--- config.mk ---
export PLATFORM = sky130hd
export DESIGN_NAME = pc_fetch
export DESIGN_NICKNAME = d
export VERILOG_FILES = /design/src/rtl/pc_fetch_pkg.sv /design/src/rtl/pc_fetch_npc_calc.sv /design/src/rtl/pc_fetch.sv
export SDC_FILE = /design/constraint.sdc
export NUM_CORES = 1
export LEC_CHECK = 0
export ABC_AREA = 0
export CORE_MARGIN = 2
export CORE_UTILIZATION = 44
export CTS_CLUSTER_SIZE = 8
export DETAILED_ROUTE_END_ITERATION = 8
export PLACE_DENSITY = 0.8
export SYNTH_ARGS = -nofsm -noshare
export SYNTH_HDL_FRONTEND = slang
export SYNTH_SLANG_ARGS = --single-unit
--- constraint.sdc ---
create_clock -name cpu_clk -period 2.8 [get_ports cpu_clk]
set_input_delay 0.42 -clock cpu_clk [delete_from_list [all_inputs] [get_ports cpu_clk]]
set_output_delay 0.42 -clock cpu_clk [all_outputs]
set_load 0.02 [all_outputs]
--- src/rtl/pc_fetch_pkg.sv ---
// rtl/pc_fetch_pkg.sv - shared next-PC/branch codes and fetch FSM states
package pc_fetch_pkg;

    typedef enum logic [1:0] {
        NPC_PC4  = 2'b00,
        NPC_BR   = 2'b01,
        NPC_JAL  = 2'b10,
        NPC_JALR = 2'b11
    } npc_op_e;

    localparam logic [2:0] BR_EQ = 3'b000;
    localparam logic [2:0] BR_NE = 3'b001;
    localparam logic [2:0] BR_LT = 3'b100;
    localparam logic [2:0] BR_GE = 3'b101;

    typedef enum logic [2:0] {
        S_IDLE,
        S_FETCH,
        S_ISSUE,
        S_WAIT_EX,
        S_HALT
    } state_e;

    // Unlisted branch codes resolve as not taken.
    function automatic logic br_taken(input logic [2:0] brtype,
                                      input logic       zero,
                                      input logic       brlt);
        logic taken;
        case (brtype)
            BR_EQ:   taken = zero;
            BR_NE:   taken = ~zero;
            BR_LT:   taken = brlt;
            BR_GE:   taken = ~brlt;
            default: taken = 1'b0;
        endcase
        return taken;
    endfunction

endpackage

--- src/rtl/pc_fetch_npc_calc.sv ---
// rtl/pc_fetch_npc_calc.sv - combinational next-PC selection and alignment check
module npc_calc
    import pc_fetch_pkg::*;
(
    input  logic [31:0] pc,
    input  logic [31:0] imm,
    input  logic [31:0] alu_c,
    input  logic        alu_zero,
    input  logic        alu_brlt,
    input  logic [1:0]  npc_op,
    input  logic [2:0]  brtype,
    output logic [31:0] npc,
    output logic        misalign
);

    logic [31:0] seq_pc;
    logic [31:0] rel_pc;

    assign seq_pc = pc + 32'd4;
    assign rel_pc = pc + imm;

    always_comb begin
        npc = seq_pc;
        case (npc_op_e'(npc_op))
            NPC_PC4:  npc = seq_pc;
            NPC_BR:   npc = br_taken(brtype, alu_zero, alu_brlt) ? rel_pc : seq_pc;
            NPC_JAL:  npc = rel_pc;
            NPC_JALR: npc = alu_c & ~32'd1;
            default:  npc = seq_pc;
        endcase
    end

    assign misalign = |npc[1:0];

endmodule

--- src/rtl/pc_fetch.sv ---
// rtl/pc_fetch.sv - program counter and single-outstanding instruction fetch stage
module pc_fetch
    import pc_fetch_pkg::*;
#(
    parameter logic [31:0] RESET_PC = 32'h0000_0000
) (
    input  logic        cpu_clk,
    input  logic        cpu_rst_n,
    input  logic [1:0]  CU_npc_op,
    input  logic [2:0]  CU_brtype,
    input  logic [31:0] imm,
    input  logic        alu_zero,
    input  logic        alu_brlt,
    input  logic [31:0] alu_c,
    input  logic        ex_valid,
    output logic        irom_req,
    output logic [31:0] irom_addr,
    input  logic        irom_ack,
    input  logic [31:0] irom_inst,
    output logic        inst_valid,
    input  logic        inst_ready,
    output logic [31:0] inst,
    output logic [31:0] inst_pc,
    output logic [31:0] pc4,
    output logic        halt
);

    state_e      state_q, state_d;
    logic [31:0] pc_q, pc_d;
    logic [31:0] inst_q, inst_d;
    logic        halt_q, halt_d;
    logic [31:0] npc;
    logic        misalign;

    npc_calc u_npc_calc (
        .pc       (pc_q),
        .imm      (imm),
        .alu_c    (alu_c),
        .alu_zero (alu_zero),
        .alu_brlt (alu_brlt),
        .npc_op   (CU_npc_op),
        .brtype   (CU_brtype),
        .npc      (npc),
        .misalign (misalign)
    );

    always_ff @(posedge cpu_clk or negedge cpu_rst_n) begin
        if (!cpu_rst_n) begin
            state_q <= S_IDLE;
            pc_q    <= RESET_PC;
            inst_q  <= 32'd0;
            halt_q  <= 1'b0;
        end else begin
            state_q <= state_d;
            pc_q    <= pc_d;
            inst_q  <= inst_d;
            halt_q  <= halt_d;
        end
    end

    always_comb begin
        state_d = state_q;
        pc_d    = pc_q;
        inst_d  = inst_q;
        halt_d  = halt_q;
        case (state_q)
            S_IDLE:  state_d = S_FETCH;
            S_FETCH: begin
                if (irom_ack) begin
                    inst_d  = irom_inst;
                    state_d = S_ISSUE;
                end
            end
            S_ISSUE: begin
                if (inst_ready) state_d = S_WAIT_EX;
            end
            S_WAIT_EX: begin
                // A misaligned target still lands in the PC so it can be inspected after halting.
                if (ex_valid) begin
                    pc_d    = npc;
                    halt_d  = misalign;
                    state_d = misalign ? S_HALT : S_FETCH;
                end
            end
            S_HALT:  state_d = S_HALT;
            default: state_d = S_IDLE;
        endcase
    end

    assign irom_req   = (state_q == S_FETCH);
    assign inst_valid = (state_q == S_ISSUE);
    assign irom_addr  = pc_q;
    assign inst       = inst_q;
    assign inst_pc    = pc_q;
    assign pc4        = pc_q + 32'd4;
    assign halt       = halt_q;

endmodule

# After elaboration in Yosys (flattened, before gate mapping)

Cells that the tools add are included.

Add/subtract/negate cells: 2
Eq/ne operators: 13
Mux-type cells: 9
Bitwise operators: 2
Reduce and logical (&&, ||, !) cells: 7

Operator list:

| cell                    | number |
|---|---|
| $pmux W32 S4            | 1 |
| $add A32 B3 Y32 const B | 1 |
| $add A32 B32 Y32        | 1 |
| $mux W32                | 1 |
| $pmux W3 S5             | 1 |
| $mux W3                 | 4 |
| $eq A3 B3 Y1 const B    | 3 |
| $eq A3 B1 Y1 const B    | 2 |
| $eq A3 B2 Y1 const B    | 2 |
| $logic_not A3 Y1        | 2 |
| $eq A2 B2 Y1 const B    | 2 |
| $ne A2 B1 Y1 const B    | 2 |
| $pmux W1 S4             | 1 |
| $reduce_and A2 Y1       | 2 |
| $reduce_and A3 Y1       | 1 |
| $eq A2 B1 Y1 const B    | 1 |
| $logic_not A2 Y1        | 1 |
| $ne A2 B2 Y1 const B    | 1 |
| $not A1 Y1              | 2 |
| $reduce_or A2 Y1        | 1 |
| $mux W1                 | 1 |

Register bits: 68
Bits of input ports: 108
Output and inout port bits: 131

# Depth between registers and ports, before layout

Word-level depth: 9
Gate-level depth with buffers: 11
Gate-level depth less buffers: 11

# Hierarchy

Synthesis repeated with hierarchy kept, for this count alone.

Cells, all modules: 748
Area, all modules: 6541.3 um^2

By module, submodules not included:

| module   | times used | cells each | area each (um^2) | seq. area each (um^2) |
|---|---|---|---|---|
| pc_fetch | 1          | 281        | 3475.8           | 1701.6 |
| npc_calc | 1          | 467        | 3065.4           | 0.0 |

# Worst setup path after synthesis

Ideal clock, no wire load.

Path type: reg-to-reg
Start point: reg pc_q[11] (netlist: inst_pc[11])
End point: reg pc_q[29] (netlist: inst_pc[29])
Arrival time: 2.505 ns
Path slack: 0.213 ns
Cell stages (with the launch flop): 10
Buffers on the path: 1
Path through: dfrtp_1 ha_1 clkbuf_1 a21o_1 or4_1 o21ai_1 nor4_1 o211ai_1 mux2_2 o22ai_1

Longest elaborated chain between the ends: 3
Elaborated cells between the ends (all ways): 4
Classes of those cells: add/sub: 2; mux: 2

Ends and longest elaborated chain:

| item                                                       | RTL line                                         | RTL |
|---|---|---|
| from (decl)                                                | pc_fetch.sv:29                                   | `logic [31:0] pc_q, pc_d;` |
| from (signal assigned)                                     | pc_fetch.sv:55                                   | `pc_q <= pc_d;` |
| $add A32 B3 Y32 / $add A32 B32 Y32 (equally long branches) | pc_fetch_npc_calc.sv:19, pc_fetch_npc_calc.sv:20 |  |
| $mux W32                                                   | pc_fetch_npc_calc.sv:26                          | `NPC_BR: npc = br_taken(brtype, alu_zero, alu_brlt) ? rel_pc : seq_pc;` |
| $pmux W32 S4 (*)                                           | pc_fetch_npc_calc.sv:24                          | `case (npc_op_e'(npc_op))` |

Every way passes the cells marked *; elsewhere a longest branch is shown, timed or not.
A chain may end at the register's enable or synchronous reset.

# Final worst setup path

Start point: reg pc_q[5] (netlist: inst_pc[5])
End point: out pc4[31]

Longest elaborated chain between the ends: 1

Ends and longest elaborated chain:

| item            | RTL line       | RTL |
|---|---|---|
| $add A32 B3 Y32 | pc_fetch.sv:95 | `assign pc4 = pc_q + 32'd4;` |
| to (decl)       | pc_fetch.sv:24 | `output logic [31:0] pc4,` |

Every way passes these cells.

==> flow_summary.json <==
{
  "htree_levels": 3,
  "slew_violations": 0,
  "gp_congestion": 0.9550,
  "grt-ovfl-total": 0,
  "synth_mux_area_share_pct": 8.440,
  "leakagePower_uw": 0.004032,
  "cts_buffers": 9,
  "setup_viol": 0,
  "clockBufferDepth": 2,
  "path_max_fanout": 5,
  "ant_nets": 0,
  "drive_above_1_share_pct": 20.92,
  "slowest_delay_ns": 0.37,
  "hold_violations": 0,
  "crit_path_start": "inst_pc[5]",
  "track_usage_pct": 28.72,
  "vias": 6583,
  "yosys.area_share.simple_pct": 18.70,
  "path_cells": "and4_4 > nand4_1 > nor2_2 > and3_1 > and3_1 > xor2_1 > clkdlybuf4s15_1",
  "ir_drop_v": 0.0006769,
  "wl_per_cell_microns": 18.46,
  "period_share_pct": 98.16,
  "finish.utilization_pct": 70.69,
  "drt-initial-drc-count": 492,
  "die_x_microns": 119.4,
  "relSlewSlack_pct": 57.58,
  "r2r_start": "inst_pc[8]",
  "synth_top_cell_area_share_pct": 29.06,
  "synth_fa_ha_area_share_pct": 7.179,
  "cp_num_buf_inv": 1,
  "dieArea_sq_um": 14250,
  "arrival_ns": 2.33,
  "die_h_microns": 119.4,
  "synth_top_family_by_area": "compound AO/OA/AOI/OAI gates",
  "clock-root-buffer": "clkbuf_16",
  "synthArstFlopShare_pct": 100.0,
  "path_delay_family": "simple AND/OR/NAND/NOR gates",
  "clock-sinks": 68,
  "top_usage_layer": "met2",
  "synth_area_leaders": "dfrtp_1 (29%), mux2_2 (7.1%), ha_1 (6.8%), xnor2_1 (4.8%), buf_4 (4.5%)",
  "status": "complete, no violations",
  "nFillCells": 1016,
  "cap_violations": 0,
  "grt_pass1_wl_microns": 32550,
  "cts_tree": "built",
  "synthFlopType": "dfrtp_1",
  "critical_path.most_common_cell": "and3_1",
  "worstSetupPathType": "flip-flop to primary output",
  "io_buffer_count": 237,
  "finalWirelength_microns": 21250,
  "ys_types": 72,
  "multi_input_area_sq_um": 3810,
  "final_nets": 1111,
  "grt_use_met3_pct": 4.215,
  "tns_ns": 0,
  "crit_path_end_kind": "primary output",
  "grt_antenna_before_repair": 0,
  "final_area_sq_um": 9286,
  "synthTopCellsByCount": "dfrtp_1 (68), nor2_1 (60), nand2_1 (54), a21oi_1 (50), o21ai_0 (49)",
  "vias_per_cell": 5.719,
  "drtPass1Iterations": 6,
  "use_met2_pct": 48.74,
  "diodes": 0,
  "syn-num-nets": 827,
  "grt.met1_usage_pct": 37.82,
  "min_period_ns": 2.749,
  "synth_warnings": 0,
  "dpl_cell_area_sq_um": 8864,
  "timing.fmax_mhz": 363.8,
  "ys_ff_latch": 68,
  "clock_latency_ns": 0.34,
  "required_ns": 2.38,
  "holdCritPathClass": "input pin to async pin",
  "grt_max_degree": 46,
  "reg2reg_slack_ns": 0.11,
  "ys_seq_area_share_pct": 29.06,
  "dpl.hpwl_microns": 16180,
  "post-synth-top-count-cell": "dfrtp_1",
  "worst_pin_slew_ns": 0.6364,
  "netlist_instances": 686,
  "synth_edf_count": 0,
  "synth-xor-area-share_pct": 7.329,
  "cts.clk_slew.worst_paths_ns": 0.06,
  "slowest_stage": "dfrtp_1",
  "drc": 0,
  "yosys.area.top_type": "dfrtp_1",
  "seq_area_sq_um": 1702,
  "grt_pass1_vias": 6297,
  "synth-compound-area-share_pct": 21.50,
  "synth_area_sq_um": 5856,
  "area_growth_pct": 58.59,
  "rows": 42,
  "floorplan.initialDensity_pct": 44.57,
  "skew_ns": 0.006508,
  "core_sq_um": 13140,
  "p_per_area_nw_per_um2": 1163,
  "top_level_ports": 239,
  "crit_path_start_kind": "flip-flop",
  "rsz0062_at_grt": "true",
  "avgSynthCellArea_sq_um": 8.536
}
## layout make-up
cell class / count / share of cell area [%]
clock buffers: 9 / 2.425
clock inverters: 7 / 0.8758
inverters: 15 / 0.6063
multi-input cells: 534 / 41.03
flip-flops and latches: 68 / 18.32
well taps: 176 / 2.371
repair buffers: 342 / 34.37
## cell usage in the layout, fill, tap and decap left out, drive strengths merged, types with 3 or more instances in the layout
cell type,netlist,routed
a211oi,3,3
a21o,18,18
a21oi,50,50
a221oi,11,11
a222oi,6,6
a22oi,8,8
and2,9,9
and3,15,15
and4,5,5
buf,38,107
clkbuf,31,10
clkdlybuf4s50,0,219
dfrtp,68,68
dlygate4sd2,0,10
dlymetal6s2s,0,3
ha,32,32
inv,15,19
mux2,38,38
mux2i,5,5
nand2,55,55
nand2b,5,5
nand3,17,17
nand4,16,16
nor2,60,60
nor2b,4,4
nor3,14,14
o211ai,5,5
o21a,5,5
o21ai,53,53
o21bai,4,4
o22ai,6,6
o31ai,3,3
or2,4,4
xnor2,32,32
xor2,17,17
## power breakdown
group | switching [uW] | internal [uW]
Combinational | 4000 | 3730
Sequential | 418 | 1460
Clock | 485 | 704
## flip-flops by register name, indices dropped and copies added (netlist names)
name     cells
inst        32
inst_pc     32
state_q      3
halt         1
## cell families (layout without fill, tap and decap cells)
family / after synthesis / after routing
XOR/XNOR: 49 / 49
adder cells (fa/ha/maj): 33 / 33
AND/OR/NAND/NOR: 215 / 215
multiplexers: 43 / 43
AO/OA/AOI/OAI: 194 / 194
flip-flops: 68 / 68
buffers and inverters: 84 / 373
## metrics by stage
stage	std cells	hold WS (ns)	power (uW)	worst slack, ns
after floorplan	686	0.1244	6192	0.2127
after global placement	1132	0.4564	9357	-0.2164
after detailed placement	1132	0.4608	9458	-0.2534
after CTS	1148	0.09910	10650	0.003738
after global routing	1151	0.1223	11430	-0.06006
final	1151	0.09621	10800	0.05138
## path summary, 6_finish.rpt
| kind | end | depth (start not counted) |
|---|---|---|
| worst max-delay path | pc4[31] | 7 |
| worst min-delay path | inst_pc[3] | 1 |
| worst max register to register | inst_pc[11] | 11 |
| worst min register to register | halt | 1 |
| max in group asynchronous | inst[17] | 2 |
| min in group cpu_clk | halt | 1 |
## timing repair
action / 4_1_cts / 5_1_grt
endpoints found under the setup margin: 16 / 21
gates cloned: 0 / 0
resized for setup: 25 / 28
pin swaps: 0 / 5
hold buffers: 0 / 0
buffers inserted: 0 / 3
## routing by layer
| metal | up-vias | wire length, microns |
|---|---|---|
| met3 | 41 | 1501 |
| met2 | 308 | 10340 |
| met4 | 0 | 455 |
| met5 | - | 0 |
| li1 | 3052 | - |
| met1 | 3182 | 8951 |
Power figures use the tool's default switching activity.
